<file path="src/rtl/pc_pkg.sv">
// -----------------------------------------------------------------------------
// pc_pkg
// Shared definitions for the 6502 program counter stage: sequencer state
// encoding, default reset-vector addresses and datapath widths.
// -----------------------------------------------------------------------------
package pc_pkg;

  localparam int unsigned BYTE_W = 8;
  localparam int unsigned WORD_W = 16;

  localparam logic [WORD_W-1:0] VEC_LO_DEF = 16'hFFFC;
  localparam logic [WORD_W-1:0] VEC_HI_DEF = 16'hFFFD;

  typedef enum logic [1:0] {
    VEC_LO = 2'd0,
    VEC_HI = 2'd1,
    RUN    = 2'd2
  } pc_state_t;

endpackage

</file>
<file path="src/rtl/pc_incrementer.sv">
// -----------------------------------------------------------------------------
// pc_incrementer
// One byte slice of the program counter increment chain, purely combinational.
// Ports:
//   a    - byte to increment
//   cin  - carry in (increment request or carry from the lower byte)
//   sum  - a + cin, modulo 256
//   cout - carry out into the next byte
// -----------------------------------------------------------------------------
module pc_incrementer
  import pc_pkg::*;
(
  input  logic [BYTE_W-1:0] a,
  input  logic              cin,
  output logic [BYTE_W-1:0] sum,
  output logic              cout
);

  assign {cout, sum} = {1'b0, a} + {{BYTE_W{1'b0}}, cin};

endmodule

</file>
<file path="src/rtl/pc_unit.sv">
// -----------------------------------------------------------------------------
// pc_unit
// Program counter stage of the 6502 datapath: PCL/PCH source select, the
// increment chain and the PCL/PCH register pair. Drives ADL/ADH and DB.
//
// Build option: define PC_VECTOR_FETCH_EN to include the reset-vector fetch
// sequencer (VEC_LO -> VEC_HI -> RUN). Without it the block resets directly
// into RUN with PC = 0000, VEC_BUSY stays 0 and DB_DATA is ignored.
//
// Ports:
//   CLK, RST_N            - clock, asynchronous active-low reset
//   ADL_LOAD, ADH_LOAD    - take PCL/PCH from ADL_DATA/ADH_DATA instead of hold
//   I_PC                  - add one to the selected 16-bit value
//   ADL_DATA, ADH_DATA    - jump/branch target bytes
//   DB_DATA               - data bus input, read only by the vector fetch
//   PCL_DB_EN, PCH_DB_EN  - drive PCL / PCH on DB_OUT (PCL has priority)
//   PCL_ADL_EN, PCH_ADH_EN- drive PCL on ADL_OUT / PCH on ADH_OUT
//   DB_OUT, ADL_OUT, ADH_OUT - bus drives, 00 when not enabled
//   PC                    - {PCH, PCL} for trace
//   VEC_BUSY              - high while the vector fetch is running
// -----------------------------------------------------------------------------
module pc_unit
  import pc_pkg::*;
#(
  parameter logic [WORD_W-1:0] VEC_LO = VEC_LO_DEF,
  parameter logic [WORD_W-1:0] VEC_HI = VEC_HI_DEF
) (
  input  logic              CLK,
  input  logic              RST_N,
  input  logic              ADL_LOAD,
  input  logic              ADH_LOAD,
  input  logic              I_PC,
  input  logic [BYTE_W-1:0] ADL_DATA,
  input  logic [BYTE_W-1:0] ADH_DATA,
  input  logic [BYTE_W-1:0] DB_DATA,
  input  logic              PCL_DB_EN,
  input  logic              PCH_DB_EN,
  input  logic              PCL_ADL_EN,
  input  logic              PCH_ADH_EN,
  output logic [BYTE_W-1:0] DB_OUT,
  output logic [BYTE_W-1:0] ADL_OUT,
  output logic [BYTE_W-1:0] ADH_OUT,
  output logic [WORD_W-1:0] PC,
  output logic              VEC_BUSY
);

  logic [BYTE_W-1:0] pcl_q, pcl_d;
  logic [BYTE_W-1:0] pch_q, pch_d;
  logic [BYTE_W-1:0] pcls_s, pchs_s;
  logic [BYTE_W-1:0] pcl_inc_s, pch_inc_s;
  logic              pcl_cout_s;
  logic              pch_cout_unused_s;
  logic              vlo_s, vhi_s, run_s;

`ifdef PC_VECTOR_FETCH_EN
  pc_state_t state_q, state_d;

  // Sequencer next state: two fetch cycles, then RUN until the next reset.
  always_comb begin
    state_d = state_q;
    case (state_q)
      pc_pkg::VEC_LO: state_d = pc_pkg::VEC_HI;
      pc_pkg::VEC_HI: state_d = pc_pkg::RUN;
      pc_pkg::RUN:    state_d = pc_pkg::RUN;
      // An illegal encoding restarts the fetch so the PC is rebuilt from the vector.
      default:        state_d = pc_pkg::VEC_LO;
    endcase
  end

  // Sequencer state register.
  always_ff @(posedge CLK or negedge RST_N) begin
    if (!RST_N) begin
      state_q <= pc_pkg::VEC_LO;
    end else begin
      state_q <= state_d;
    end
  end

  assign vlo_s = (state_q == pc_pkg::VEC_LO);
  assign vhi_s = (state_q == pc_pkg::VEC_HI);
  assign run_s = (state_q == pc_pkg::RUN);
`else
  assign vlo_s = 1'b0;
  assign vhi_s = 1'b0;
  assign run_s = 1'b1;
`endif

  assign pcls_s = ADL_LOAD ? ADL_DATA : pcl_q;
  assign pchs_s = ADH_LOAD ? ADH_DATA : pch_q;

  pc_incrementer u_inc_lo (
    .a    (pcls_s),
    .cin  (I_PC),
    .sum  (pcl_inc_s),
    .cout (pcl_cout_s)
  );

  // The high byte sees the low-byte carry in the same cycle; its own carry
  // is dropped so FFFF + 1 wraps to 0000.
  pc_incrementer u_inc_hi (
    .a    (pchs_s),
    .cin  (pcl_cout_s),
    .sum  (pch_inc_s),
    .cout (pch_cout_unused_s)
  );

  // PC next value: vector bytes during the fetch, select + increment in RUN.
  always_comb begin
    pcl_d = pcl_q;
    pch_d = pch_q;
    if (vlo_s) begin
      pcl_d = DB_DATA;
    end else if (vhi_s) begin
      pch_d = DB_DATA;
    end else if (run_s) begin
      pcl_d = pcl_inc_s;
      pch_d = pch_inc_s;
    end else begin
      pcl_d = pcl_q;
      pch_d = pch_q;
    end
  end

  // PCL/PCH register pair.
  always_ff @(posedge CLK or negedge RST_N) begin
    if (!RST_N) begin
      pcl_q <= 8'h00;
      pch_q <= 8'h00;
    end else begin
      pcl_q <= pcl_d;
      pch_q <= pch_d;
    end
  end

  // Bus drives: gated by RST_N so the forced vector address never leaks out
  // while reset is held, even though the sequencer already sits in VEC_LO.
  always_comb begin
    DB_OUT  = 8'h00;
    ADL_OUT = 8'h00;
    ADH_OUT = 8'h00;
    if (!RST_N) begin
      DB_OUT  = 8'h00;
      ADL_OUT = 8'h00;
      ADH_OUT = 8'h00;
    end else if (vlo_s) begin
      ADL_OUT = VEC_LO[7:0];
      ADH_OUT = VEC_LO[15:8];
    end else if (vhi_s) begin
      ADL_OUT = VEC_HI[7:0];
      ADH_OUT = VEC_HI[15:8];
    end else begin
      if (PCL_DB_EN) begin
        DB_OUT = pcl_q;
      end else if (PCH_DB_EN) begin
        DB_OUT = pch_q;
      end else begin
        DB_OUT = 8'h00;
      end
      ADL_OUT = PCL_ADL_EN ? pcl_q : 8'h00;
      ADH_OUT = PCH_ADH_EN ? pch_q : 8'h00;
    end
  end

  assign VEC_BUSY = RST_N & (vlo_s | vhi_s);
  assign PC       = {pch_q, pcl_q};

endmodule

</file>
<file path="config.mk">
export PLATFORM = sky130hd
export DESIGN_NAME = pc_unit
export DESIGN_NICKNAME = d
export VERILOG_FILES = /design/src/rtl/pc_pkg.sv /design/src/rtl/pc_incrementer.sv /design/src/rtl/pc_unit.sv
export SDC_FILE = /design/constraint.sdc
export NUM_CORES = 1
export LEC_CHECK = 0
export ABC_AREA = 1
export ABC_CLOCK_PERIOD_IN_PS = 4570
export BUFFER_PORTS_ARGS = -buffer_cell sky130_fd_sc_hd__buf_4
export CORE_MARGIN = 2
export CORE_UTILIZATION = 40
export DETAILED_ROUTE_END_ITERATION = 12
export PLACE_DENSITY = 0.74
export SKIP_LAST_GASP = 1
export SYNTH_ARGS = -nofsm -noshare
export SYNTH_HDL_FRONTEND = slang
export SYNTH_SLANG_ARGS = --single-unit
</file>
<file path="constraint.sdc">
create_clock -name CLK -period 4.57 [get_ports CLK]
set_clock_uncertainty 0.15 [all_clocks]
set_input_delay 0.457 -clock CLK [delete_from_list [all_inputs] [get_ports CLK]]
set_output_delay 0.457 -clock CLK [all_outputs]
set_load 0.02 [all_outputs]
</file>
### Word level (Yosys, flattened, before mapping)

Index checks and enable logic that the tools add are counted.

* register bits: 16
* bits in latches: 0
* bits in writable memories: 0
* memory bits (read-only): 0
* bits of input ports: 33
* output and inout port bits: 41
* word-level logic and storage cells: 13
* memories kept: 0

* add/subtract/negate cells: 2
* multipliers: 0
* div/mod/pow operators: 0
* magnitude comparators: 0
* equal/unequal tests: 0
* shift-type cells: 0
* mux-type cells: 9
* bitwise gates (word level): 0
* reduce and logical (&&, ||, !) cells: 0

Operator list (count)
* $mux W8: 9
* $add A8 B1 Y9: 1
* $add A8 B1 Y8: 1

### Logic depth before layout (Yosys ltp)

* word-level depth: 3
* mapped depth: 17
* mapped depth without buffers: 16

### Modules after synthesis

A second synthesis with hierarchy kept.

* cell total of the unflattened synthesis: 182
* area total of the unflattened synthesis: 1213.7 um^2

Modules (own cells, without submodules)
* pc_unit: times used 1, cells an instance 114, area each 845.8 um^2, seq. area each 400.4 um^2
* pc_incrementer: times used 2, cells an instance 34, area each 183.9 um^2, seq. area each 0.0 um^2

### Least setup slack after synthesis

No wires, ideal clock.

* path type: in2reg
* start point: input ADL_LOAD
* end point: register pch_q[6]
* arrival: 2.209 ns
* data required time: 4.303 ns
* slack: 2.094 ns
* stages: 15
* path buffers: 1
* cells stage by stage: buf_6 > o21ai_0 > ha_1 > ha_1 > nand3_1 > nor2_4 > nand3_1 > nor2_1 > ha_1 > ha_1 > nand3_1 > nor2_2 > nand2_1 > nand2_1 > nand2_1

* longest elaborated chain between the ends: 3

Ends and longest elaborated chain
* start: declaration: RTL line pc_unit.sv:30 `input logic ADL_LOAD,`
* $mux W8: RTL line pc_unit.sv:88 `assign pcls_s = ADL_LOAD ? ADL_DATA : pcl_q;`
* $add A8 B1 Y9: RTL line pc_incrementer.sv:19 `assign {cout, sum} = {1'b0, a} + {{BYTE_W{1'b0}}, cin};`
* $add A8 B1 Y8: RTL line pc_incrementer.sv:19
* via pch_d[6]: RTL line pc_unit.sv:48 `logic [BYTE_W-1:0] pch_q, pch_d;`
* end signal: assignment: RTL line pc_unit.sv:131 `pch_q <= pch_d;`
* end: declaration: RTL line pc_unit.sv:48

The timed path passes the listed nets, and every way through them passes these cells.

### Final worst setup path

* start point: register pcl_q[0]
* end point: register pch_q[6]

* longest elaborated chain between the ends: 3

Ends and longest elaborated chain
* start: declaration: RTL line pc_unit.sv:47 `logic [BYTE_W-1:0] pcl_q, pcl_d;`
* start signal: assignment: RTL line pc_unit.sv:130 `pcl_q <= pcl_d;`
* $mux W8: RTL line pc_unit.sv:88
* $add A8 B1 Y9: RTL line pc_incrementer.sv:19
* $add A8 B1 Y8: RTL line pc_incrementer.sv:19
* via pch_d[6]: RTL line pc_unit.sv:48

The timed path passes the listed nets, and every way through them passes these cells.

==> flow_summary.json <==
{
  "gp_congestion": 0.837,
  "clk_latency_ns": 0.29,
  "yosys.area.top_type": "dfrtp_1",
  "drt_iter0_markers": 48,
  "cap_violations": 0,
  "async_flop_share": 1.00,
  "fin_util": 0.596,
  "fin_cells": 307,
  "drt-total-wl_microns": 3080,
  "avgSynthCellArea_sq_um": 6.43,
  "dp_hpwl_microns": 2590,
  "ys_types": 23,
  "synth_edf_count": 0,
  "syn-num-nets": 235,
  "syn-cell-area_sq_mm": 0.00127,
  "setup_ws_ns": 2.05,
  "io_pins": 74,
  "critPathLaunchType": "register",
  "synth_seq_area_share": 0.314,
  "setup_tns_ns": 0,
  "leakagePower_nw": 1.06,
  "place_ws_ns": 1.81,
  "synth_cells": 198,
  "core_sq_mm": 0.00305,
  "cts_hold_repair.buffers": 1,
  "max_freq_ghz": 0.397,
  "die-area_sq_mm": 0.00365,
  "ctsRootBufferMaster": "clkbuf_4",
  "antenna_found_initial": 0,
  "synth_top_area_share": 0.314,
  "crit_arrival_ns": 2.56,
  "initial_utilization": 0.417,
  "die_w_microns": 60.4,
  "fin_crit_ns": 2.52,
  "layout_common_cells": "nand2_1, buf_4, inv_1",
  "post_cts_resized": 0,
  "grt_max_degree": 20,
  "period_share": 0.551,
  "grt_pass1_wl_microns": 4820,
  "power_density_mw_per_mm2": 255,
  "die_h_microns": 60.4,
  "finalSetupViolCount": 0,
  "grt_overflow": 0,
  "row_count": 20,
  "timing.hold.ws_ns": 0.238,
  "hold_violations": 0,
  "grt_usage": 0.175,
  "cp_max_fo": 4,
  "htree_num_levels": 1,
  "diodes": 0,
  "cts_inserted_buffers": 3,
  "rsz0062_at_grt": "false",
  "crit_type": "reg -> reg",
  "slew_viol_final": 0,
  "yosys-top-cells-area": "dfrtp_1, nand2_1, inv_1, nor2_1, a21oi_1",
  "via_per_inst": 4.41,
  "ys_warn_count": 0,
  "tritoncts": "built",
  "clock_path_buffers": 2,
  "path_clk_slew_ns": 0.09,
  "route.detailed.drc": 0,
  "cts_num_sinks": 16,
  "fin_nets": 301,
  "hold_path.class": "in -> reg",
  "postCtsSetupRepairBufs": 0,
  "drt-pass1-iter-count": 4,
  "antenna_left": 0,
  "status": "complete, no violations",
  "synthFlopType": "dfrtp_1",
  "dpl.cell_count": 302,
  "drive_above_1_share": 0.331,
  "portBuffers": 64,
  "grt_pass1_vias": 1099,
  "wl_per_cell_microns": 10.0,
  "ys_ff_latch": 16,
  "crit_required_ns": 4.61,
  "final_common_cell": "nand2_1",
  "vdd_ir_drop_max_mv": 0.182,
  "vias": 1353,
  "worstSetupEndpointType": "register",
  "fill_cells": 304,
  "syn_to_final_growth_pct": 42.9
}
==> metal layers <==
metal,vias up,track usage,part of all wire
met5,-,0,0
met4,0,0.0466,0.011
met3,4,0.0469,0.063
met2,39,0.266,0.43
met1,593,0.250,0.49
li1,717,-,-
==> cell type report <==
class / instances / area (sq um) / area share
clock buffer: 4 / 36.3 / 0.0199
inverter: 36 / 145 / 0.0797
tap: 44 / 55.1 / 0.0302
multi-input combinational: 142 / 693 / 0.381
timing repair buffer: 65 / 490 / 0.269
sequential: 16 / 400 / 0.220
==> cell families (layout without fill, tap and decap cells) <==
group           after synthesis  after routing  share of synthesized area
simple gates                119            119                      0.417
buf+inv                      40            105                      0.141
flops                        16             16                      0.314
compound gates               14             14                     0.0580
fa+ha+maj                     4              4                     0.0393
xor+xnor                      4              4                     0.0275
other cells                   1              1                    0.00294
==> cell usage after synthesis (2+ instances only) <==
master / instances
a21oi_1: 10
buf_6: 2
dfrtp_1: 16
ha_1: 4
inv_1: 33
inv_6: 2
nand2_1: 71
nand2_2: 7
nand3_1: 6
nand3_2: 2
nand3b_1: 3
nor2_1: 22
nor2_2: 3
nor2_4: 3
o21ai_0: 3
or2_1: 2
xor2_1: 3
==> registers in the layout, summed over array words and instances, names as in the netlist <==
signal / flops
pcl_q: 8
pch_q: 8
==> final timing paths <==
check	from	end	slack (ns)	depth (start not counted)
max in group asynchronous	RST_N	pch_q[3]	3.67	2
worst max register to register	pcl_q[0]	pch_q[6]	2.05	15
worst max-delay path	pcl_q[0]	pch_q[6]	2.05	15
min in group asynchronous	RST_N	pcl_q[1]	0.41	2
worst min register to register	pch_q[3]	pch_q[3]	0.51	3
worst min-delay path	I_PC	pcl_q[0]	0.24	2
==> worst max-delay path, stage by stage (launching register included) <==
cell	delay (ns)
dfrtp_1	0.37
inv_1	0.06
o21ai_0	0.14
ha_1	0.21
ha_1	0.22
nand3_1	0.14
nor2_4	0.14
nand3_1	0.08
nor2_1	0.12
ha_1	0.20
ha_1	0.17
nand3_1	0.12
nor2_2	0.13
nand2_1	0.06
nand2_1	0.05
nand2_1	0.04
==> power breakdown <==
group / leakage (nW) / internal [mW] / switching [mW]
Combinational: 0.852 / 0.0798 / 0.112
Clock: 0.0210 / 0.0486 / 0.0457
Sequential: 0.188 / 0.159 / 0.0189
Total: 1.06 / 0.287 / 0.177
==> stage by stage <==
stage,area [sq um],total power [mW]
global route,1820,0.496
global placement,1770,0.373
detailed placement,1770,0.374
floorplan,1270,0.292
CTS,1820,0.471
finish,1820,0.464
Power figures use the tool's default switching activity.
